### config.mk
export PLATFORM = sky130hd
export DESIGN_NAME = ledger_line_drawer
export DESIGN_NICKNAME = d
export VERILOG_FILES = /design/src/rtl/ledger_line_drawer.sv
export SDC_FILE = /design/constraint.sdc
export NUM_CORES = 1
export LEC_CHECK = 0
export ABC_CLOCK_PERIOD_IN_PS = 3000
export CORE_ASPECT_RATIO = 1.1
export CORE_MARGIN = 2
export CORE_UTILIZATION = 30
export DETAILED_ROUTE_END_ITERATION = 6
export SLEW_MARGIN = 40
export SYNTH_ARGS = -nofsm -noshare
export SYNTH_HDL_FRONTEND = slang
export SYNTH_SLANG_ARGS = --single-unit
### constraint.sdc
create_clock -name Clk -period 3 [get_ports Clk]
set_clock_uncertainty 0.1 [all_clocks]
set_input_delay 0.6 -clock Clk [delete_from_list [all_inputs] [get_ports Clk]]
set_output_delay 0.6 -clock Clk [all_outputs]
set_load 0.05 [all_outputs]
### src/rtl/ledger_line_drawer.sv
// Ledger-line glyph renderer: reads one 8-row glyph from the ROM and writes each row
// across a run of byte tiles in the packed monochrome frame buffer, clipping at the edges.
module ledger_line_drawer #(
    parameter int COLS = 80,
    parameter int ROWS = 480
) (
    input  logic        Clk,
    input  logic        Reset_n,
    input  logic        req_valid,
    output logic        req_ready,
    input  logic [1:0]  req_code,
    input  logic [6:0]  req_x,
    input  logic [8:0]  req_y,
    input  logic [2:0]  req_len,
    output logic [4:0]  rom_addr,
    input  logic [7:0]  rom_data,
    output logic        fb_wr_valid,
    input  logic        fb_wr_ready,
    output logic [15:0] fb_wr_addr,
    output logic [7:0]  fb_wr_data,
    output logic        busy,
    output logic        done
);

    localparam logic [7:0]  COLS_B   = 8'(COLS);
    localparam logic [15:0] COLS_W   = 16'(COLS);
    localparam logic [9:0]  ROWS_B   = 10'(ROWS);
    localparam logic [9:0]  LAST_ROW = 10'(ROWS - 1);

    typedef enum logic [1:0] {
        S_IDLE  = 2'd0,
        S_WRITE = 2'd1,
        S_DONE  = 2'd2
    } state_t;

    state_t      state_q, state_d;
    logic [1:0]  code_q, code_d;
    logic [6:0]  x_q, x_d;
    logic [8:0]  y_q, y_d;
    logic [2:0]  last_tile_q, last_tile_d;
    logic [2:0]  row_q, row_d;
    logic [2:0]  tile_q, tile_d;
    logic [15:0] row_base_q, row_base_d;

    logic [7:0]  room;
    logic [15:0] req_row_base;
    logic [9:0]  cur_row;
    logic        out_of_range;

    // Tiles remaining to the right edge; only meaningful when req_x is on screen.
    assign room         = COLS_B - 8'd1 - {1'b0, req_x};
    assign req_row_base = (COLS == 80) ? (({7'b0, req_y} << 6) + ({7'b0, req_y} << 4))
                                       : ({7'b0, req_y} * COLS_W);
    assign out_of_range = ({1'b0, req_x} >= COLS_B) || ({1'b0, req_y} >= ROWS_B);
    assign cur_row      = {1'b0, y_q} + {7'b0, row_q};

    always_ff @(posedge Clk or negedge Reset_n) begin
        if (!Reset_n) begin
            state_q     <= S_IDLE;
            code_q      <= 2'd0;
            x_q         <= 7'd0;
            y_q         <= 9'd0;
            last_tile_q <= 3'd0;
            row_q       <= 3'd0;
            tile_q      <= 3'd0;
            row_base_q  <= 16'd0;
        end else begin
            state_q     <= state_d;
            code_q      <= code_d;
            x_q         <= x_d;
            y_q         <= y_d;
            last_tile_q <= last_tile_d;
            row_q       <= row_d;
            tile_q      <= tile_d;
            row_base_q  <= row_base_d;
        end
    end

    always_comb begin
        state_d     = state_q;
        code_d      = code_q;
        x_d         = x_q;
        y_d         = y_q;
        last_tile_d = last_tile_q;
        row_d       = row_q;
        tile_d      = tile_q;
        row_base_d  = row_base_q;

        case (state_q)
            S_IDLE: begin
                if (req_valid) begin
                    code_d      = req_code;
                    x_d         = req_x;
                    y_d         = req_y;
                    row_d       = 3'd0;
                    tile_d      = 3'd0;
                    row_base_d  = req_row_base;
                    last_tile_d = (room < {5'b0, req_len}) ? room[2:0] : req_len;
                    state_d     = out_of_range ? S_DONE : S_WRITE;
                end
            end
            S_WRITE: begin
                if (fb_wr_ready) begin
                    if (tile_q != last_tile_q) begin
                        tile_d = tile_q + 3'd1;
                    end else begin
                        tile_d = 3'd0;
                        // Bottom of glyph or bottom of screen ends the request.
                        if (row_q == 3'd7 || cur_row == LAST_ROW) begin
                            state_d = S_DONE;
                        end else begin
                            row_d      = row_q + 3'd1;
                            row_base_d = row_base_q + COLS_W;
                        end
                    end
                end
            end
            S_DONE: begin
                state_d = S_IDLE;
            end
            default: begin
                state_d = S_IDLE;
            end
        endcase
    end

    assign req_ready   = (state_q == S_IDLE);
    assign busy        = (state_q != S_IDLE);
    assign done        = (state_q == S_DONE);
    assign fb_wr_valid = (state_q == S_WRITE);
    assign rom_addr    = {code_q, (state_q == S_WRITE) ? row_q : 3'b000};
    assign fb_wr_addr  = (state_q == S_WRITE) ? (row_base_q + {9'b0, x_q} + {13'b0, tile_q}) : 16'd0;
    assign fb_wr_data  = rom_data;

endmodule

* Word level (Yosys, flattened, before mapping)
Cells that the tools add are included.
** Cells by class
- Add/subtract/negate cells :: 8
- Order comparisons :: 3
- Eq/ne operators :: 10
- Multiplexer cells :: 22
- Reduce and logical (&&, ||, !) cells :: 9
** Operators with widths (count)
- $mux 16 :: 5
- $pmux 16 s2 :: 1
- $mux 3 :: 8
- $add 15x13->16 :: 1
- $add 16x3->16 :: 1
- $add 16x7->16 :: 1
- $add 16x7->16 const B :: 1
- $pmux 3 s2 :: 2
- $add 9x3->10 :: 1
- $eq 10x9->1 const B :: 1
- $mux 2 :: 5
- $ge 9x9->1 const B :: 1
- $lt 8x3->1 :: 1
- $sub 7x7->8 const A :: 1
- $ge 7x7->1 const B :: 1
- $add 3x1->3 const B :: 2
- $ne 2x2->1 const B :: 3
- $reduce_and 5->1 :: 1
- $ne 2x1->1 const B :: 2
- $pmux 2 s2 :: 1
- $reduce_and 4->1 :: 1
- $reduce_bool 2->1 :: 2
- $eq 3x3->1 const B :: 1
- $ne 3x3->1 :: 1
- 6 further kinds :: 7
** Storage, ports and cells
- Register bits after elaboration :: 45

* Longest topological paths before layout
- Word-level depth :: 7
- Mapped depth :: 9
- Gate-level depth less buffers :: 8

* Worst setup path before layout
No wires, ideal clock.
- Path kind :: reg-to-output
- Start :: register tile_q[1]
- End :: output fb_wr_addr[15]
- Data arrival time :: 2.958 ns
- Data required time :: 2.300 ns
- Setup slack :: -0.658 ns
- Stages on the path, launching flop included :: 9
- Buffers on the path :: 0
- Cell sequence :: dfrtp_1 ha_1 ha_1 fa_1 a21o_1 a31o_2 a41oi_1 o21ai_0 a21oi_1
** On the way
- Longest elaborated chain between the ends :: 2
** RTL lines
- start: declaration :: RTL line 42 : logic [2:0] tile_q, tile_d;
- start signal: assignment :: RTL line 74 : tile_q <= tile_d;
- $add 16x3->16 :: RTL line 132 : assign fb_wr_addr = (state_q == S_WRITE) ? (row_base_q + {9'b0, x_q} + {13'b0, tile_q}) : 16'd0;
- $mux 16 :: RTL line 132
- end: declaration :: RTL line 19 : output logic [15:0] fb_wr_addr,
No other way between the ends.

* Worst setup path in the final report
- Start :: register x_q[1]
- End :: output fb_wr_addr[9]
** On the way
- Longest elaborated chain between the ends :: 3
** RTL lines
- start: declaration :: RTL line 38 : logic [6:0] x_q, x_d;
- start signal: assignment :: RTL line 61 : x_q <= 7'd0;
- start signal: assignment :: RTL line 70 : x_q <= x_d;
- $add 16x7->16 :: RTL line 132
- $add 16x3->16 :: RTL line 132
- $mux 16 :: RTL line 132
No other way between the ends.

==> results by group <==
Finish
  • Fin nets: roughly 500
  • N_diodes: 0
  • Commonest non-fill, non-tap cell in the layout: nand2_1
  • Ratio of cells with drive above 1 in the final layout: 0.231
  • Area delta synth->final: 36.9%
  • Most frequent cells in the layout: 47 x nand2_1, 41 x dfrtp_1, 31 x buf_4
  • Register Area: 1030 um^2
  • Fillers: between 1000 and 1500
  • Multi-input logic area: 2250 um^2

Outcome
  • Status: finished with violations
  • Failing checks: setup timing

Detailed routing
  • DR iter-0 viols: 130
  • Antenna Nets Post-Route: 0
  • WL/cell: ~15 um
  • Routed Wire Length: around 8.5 mm
  • Via density: just over 5
  • Drt first pass iters: 4
  • Routed vias: around 3000
  • Residual DRC: 0

Synth
  • Synth Cell Area: around 3300 um^2
  • Sequential area share after synthesis: 0.314
  • YS warnings: 0
  • Top_reg_cell synth: dfrtp_1
  • Yosys cell types: 63
  • Number of synthesized flops with an enable pin: 0
  • Synthesized instance count: 377
  • Asr flop ratio synth: 1.00
  • Synthesized flop and latch total: 41
  • Mapped Nets: about 440
  • Avg Inst Size Synth: slightly below 9 um^2

Pwr
  • Combinational Power Share: 0.707
  • Pwr/cell area: 1320 nW/um^2
  • Leak Pwr: approximately 2.0 nW
  • Int Power: 3.00 mW
  • Sw Share: 0.492
  • Seq pwr share: 0.185
  • Clock power frac: 0.108
  • Tot Pwr: between 5 and 6 mW
  • Worst vdd ir: ~0.00053 V
  • P_sw: 2.91 mW

Hold path
  • Worst hold path type: input pin to async pin

STA
  • Fin crit period: between 3 and 4 ns
  • Final clock period utilization by the worst path: 1.11
  • Minimum hold slack: 0.195 ns
  • Final Worst Setup Slack: -0.342 ns
  • Fmax achieved: 0.299 GHz
  • Setup violations, final: 10
  • Worst slew pin tran: about 0.80 ns
  • Slew Limit Fails: 0
  • Rel. slew slack: 0.466
  • Unrepaired setup endpoints after global routing: yes
  • Final Hold Vio Count: 0
  • Setup_tns: -2.24 ns

Clocking
  • CTS sink count: 41
  • Clk pin slew, worst setup/hold paths: roughly 0.06 ns
  • Clk_lat worst skew: 0.28 ns
  • TritonCTS clock tree: built
  • Level count of the clock H-tree: 2
  • Root buffer cell: clkbuf_16
  • Deepest clock path buffer count: 2
  • Post-CTS Hold Fix Bufs: 0
  • TritonCTS Buffers: 5

GRT
  • Grt met1 use: 0.190
  • Met2 usage: 0.274
  • GRT Total Usage: 0.153
  • Vias in the first global route: 3081
  • Grt peak-use layer: met2
  • Initial antenna violation count: 0
  • Largest net degree at the start of global routing: 42
  • Grt total ovfl: 0
  • M3 GR Usage: 0.0270
  • First-pass GRT wire length: 14.4 mm

Setup path
  • CP Class: flip-flop to primary output
  • CP Buf/Inv Count: 2
  • CP startpoint kind: flip-flop
  • Worst Path Arrival: about 2.6 ns
  • Critical Path RT: between 2 and 2.5 ns
  • Crit path max fanout: 2
  • Worst path cell trace: ha_1, ha_2, fa_2, a21o_1, a31o_4, buf_4, a21oi_4, o21ai_4, mux2i_4, buf_6
  • Max incr delay on CP: 0.38 ns
  • Crit. End Element: primary output
  • Critical path's slowest cell: dfrtp_1
  • Top delay family on crit path: adder cells

Place
  • DP Worst Slack: -0.0942 ns
  • Final Wtd Congestion: ~0.8
  • Post-DP HPWL: roughly 6.5 mm
  • Number of I/O port buffers: about 50

Floorplanning
  • I/O pins: 66
  • Die area: roughly 12000 um^2
  • Die width: ~100 um
  • Starting Density: 0.311
  • Core Region: 10500 um^2
  • Chip height: ~110 um
  • Site Rows: 39

Flow run
  • Maximum capacitance violations: 0
-- synth_stat cells, types with 3 or more instances --
library cell,number,area share
a211oi_1,4,0.0092
a21o_1,7,0.016
a21oi_1,13,0.020
a2bb2oi_1,4,0.011
a31oi_1,9,0.017
and2_1,8,0.015
and3_1,4,0.0077
buf_2,5,0.0077
buf_4,8,0.018
clkbuf_1,11,0.013
dfrtp_1,41,0.31
fa_1,3,0.018
ha_1,28,0.11
inv_1,17,0.020
mux2_2,10,0.034
mux2i_1,5,0.015
nand2_1,47,0.054
nand2b_1,4,0.0077
nand3_1,9,0.014
nor2_1,28,0.032
nor3_1,10,0.015
o21ai_0,27,0.041
o31a_1,3,0.0080
o31ai_1,3,0.0069
o32a_1,4,0.012
or2_2,3,0.0057
or3_1,4,0.0077
xnor2_1,6,0.016
xor2_1,8,0.021
-- timing repair --
action / in CTS / in global routing
hold endpoints to repair: 0 / 0
gates resized for setup: 16 / 4
setup endpoints to repair: 11 / 11
pin swaps: 16 / 6
buffers inserted: 6 / 1
-- kinds of logic after synthesis --
logic type	share of synthesized area
flip-flops	0.314
multiplexers	0.0498
XOR/XNOR	0.0375
AO/OA/AOI/OAI	0.207
buffers and inverters	0.0640
AND/OR/NAND/NOR	0.202
adder cells (fa/ha/maj)	0.126
-- path summary, 6_finish.rpt --
kind	startpoint	to	slack (ns)	depth (start not counted)
max in group asynchronous	Reset_n	row_base_q[11]$_DFFE_PN0P_	2.23	1
hold / removal	Reset_n	code_q[1]$_DFFE_PN0P_	0.19	1
hold reg to reg	x_q[3]$_DFFE_PN0P_	x_q[3]$_DFFE_PN0P_	0.39	2
setup / recovery	x_q[1]$_DFFE_PN0P_	fb_wr_addr[9]	-0.34	10
min in group Clk	x_q[3]$_DFFE_PN0P_	x_q[3]$_DFFE_PN0P_	0.39	2
setup reg to reg	row_q[0]$_DFFE_PN0P_	row_q[0]$_DFFE_PN0P_	0.40	8
-- worst register-to-register path, stage by stage (launching register included) --
cell	delay (ns)
dfrtp_1	0.44
ha_1	0.21
inv_1	0.06
fa_1	0.46
and4b_1	0.21
nand4b_1	0.12
nor3_2	0.07
nor2_1	0.42
mux2_2	0.40
-- sequential cells by signal, indices dropped and copies added (netlist names) --
| register | count |
|---|---|
| code_q | 2 |
| row_q | 3 |
| row_base_q | 12 |
| x_q | 7 |
| state_q | 2 |
| y_q | 9 |
| tile_q | 3 |
| last_tile_q | 3 |
-- power by group through the flow --
stage	Sequential, mW	Clock, mW	Combinational (mW)
after global routing	1.14	0.676	4.52
after global placement	1.09	0	3.88
after floorplan	1.02	0	2.77
after CTS	1.09	0.653	4.18
after detailed placement	1.10	0	3.93
final	1.10	0.638	4.18
-- layer usage --
layer  up-vias  wire length [um]
met5         -                 0
met4         0                82
met3         8               316
met2        64              4460
met1      1441              3680
li1       1455                 -
-- per-stage QoR --
stage | util | instance area [um^2] | cells
2_1_floorplan | - | 3390 | 377
3_3_place_gp | 0.393 | 4120 | 561
3_5_place_dp | 0.393 | 4120 | 561
4_1_cts | 0.424 | 4450 | 575
5_1_grt | 0.426 | 4470 | 576
6_report | 0.426 | 4470 | 576
-- cell type report --
cell class                 count  share of cell area
clock buffer                   6              0.0311
clock inverter                 2             0.00840
inverter                      17              0.0143
multi-input combinational    292               0.504
sequential                    41               0.229
tap                          143              0.0400
timing repair buffer          75               0.173
Power figures use the tool's default switching activity.
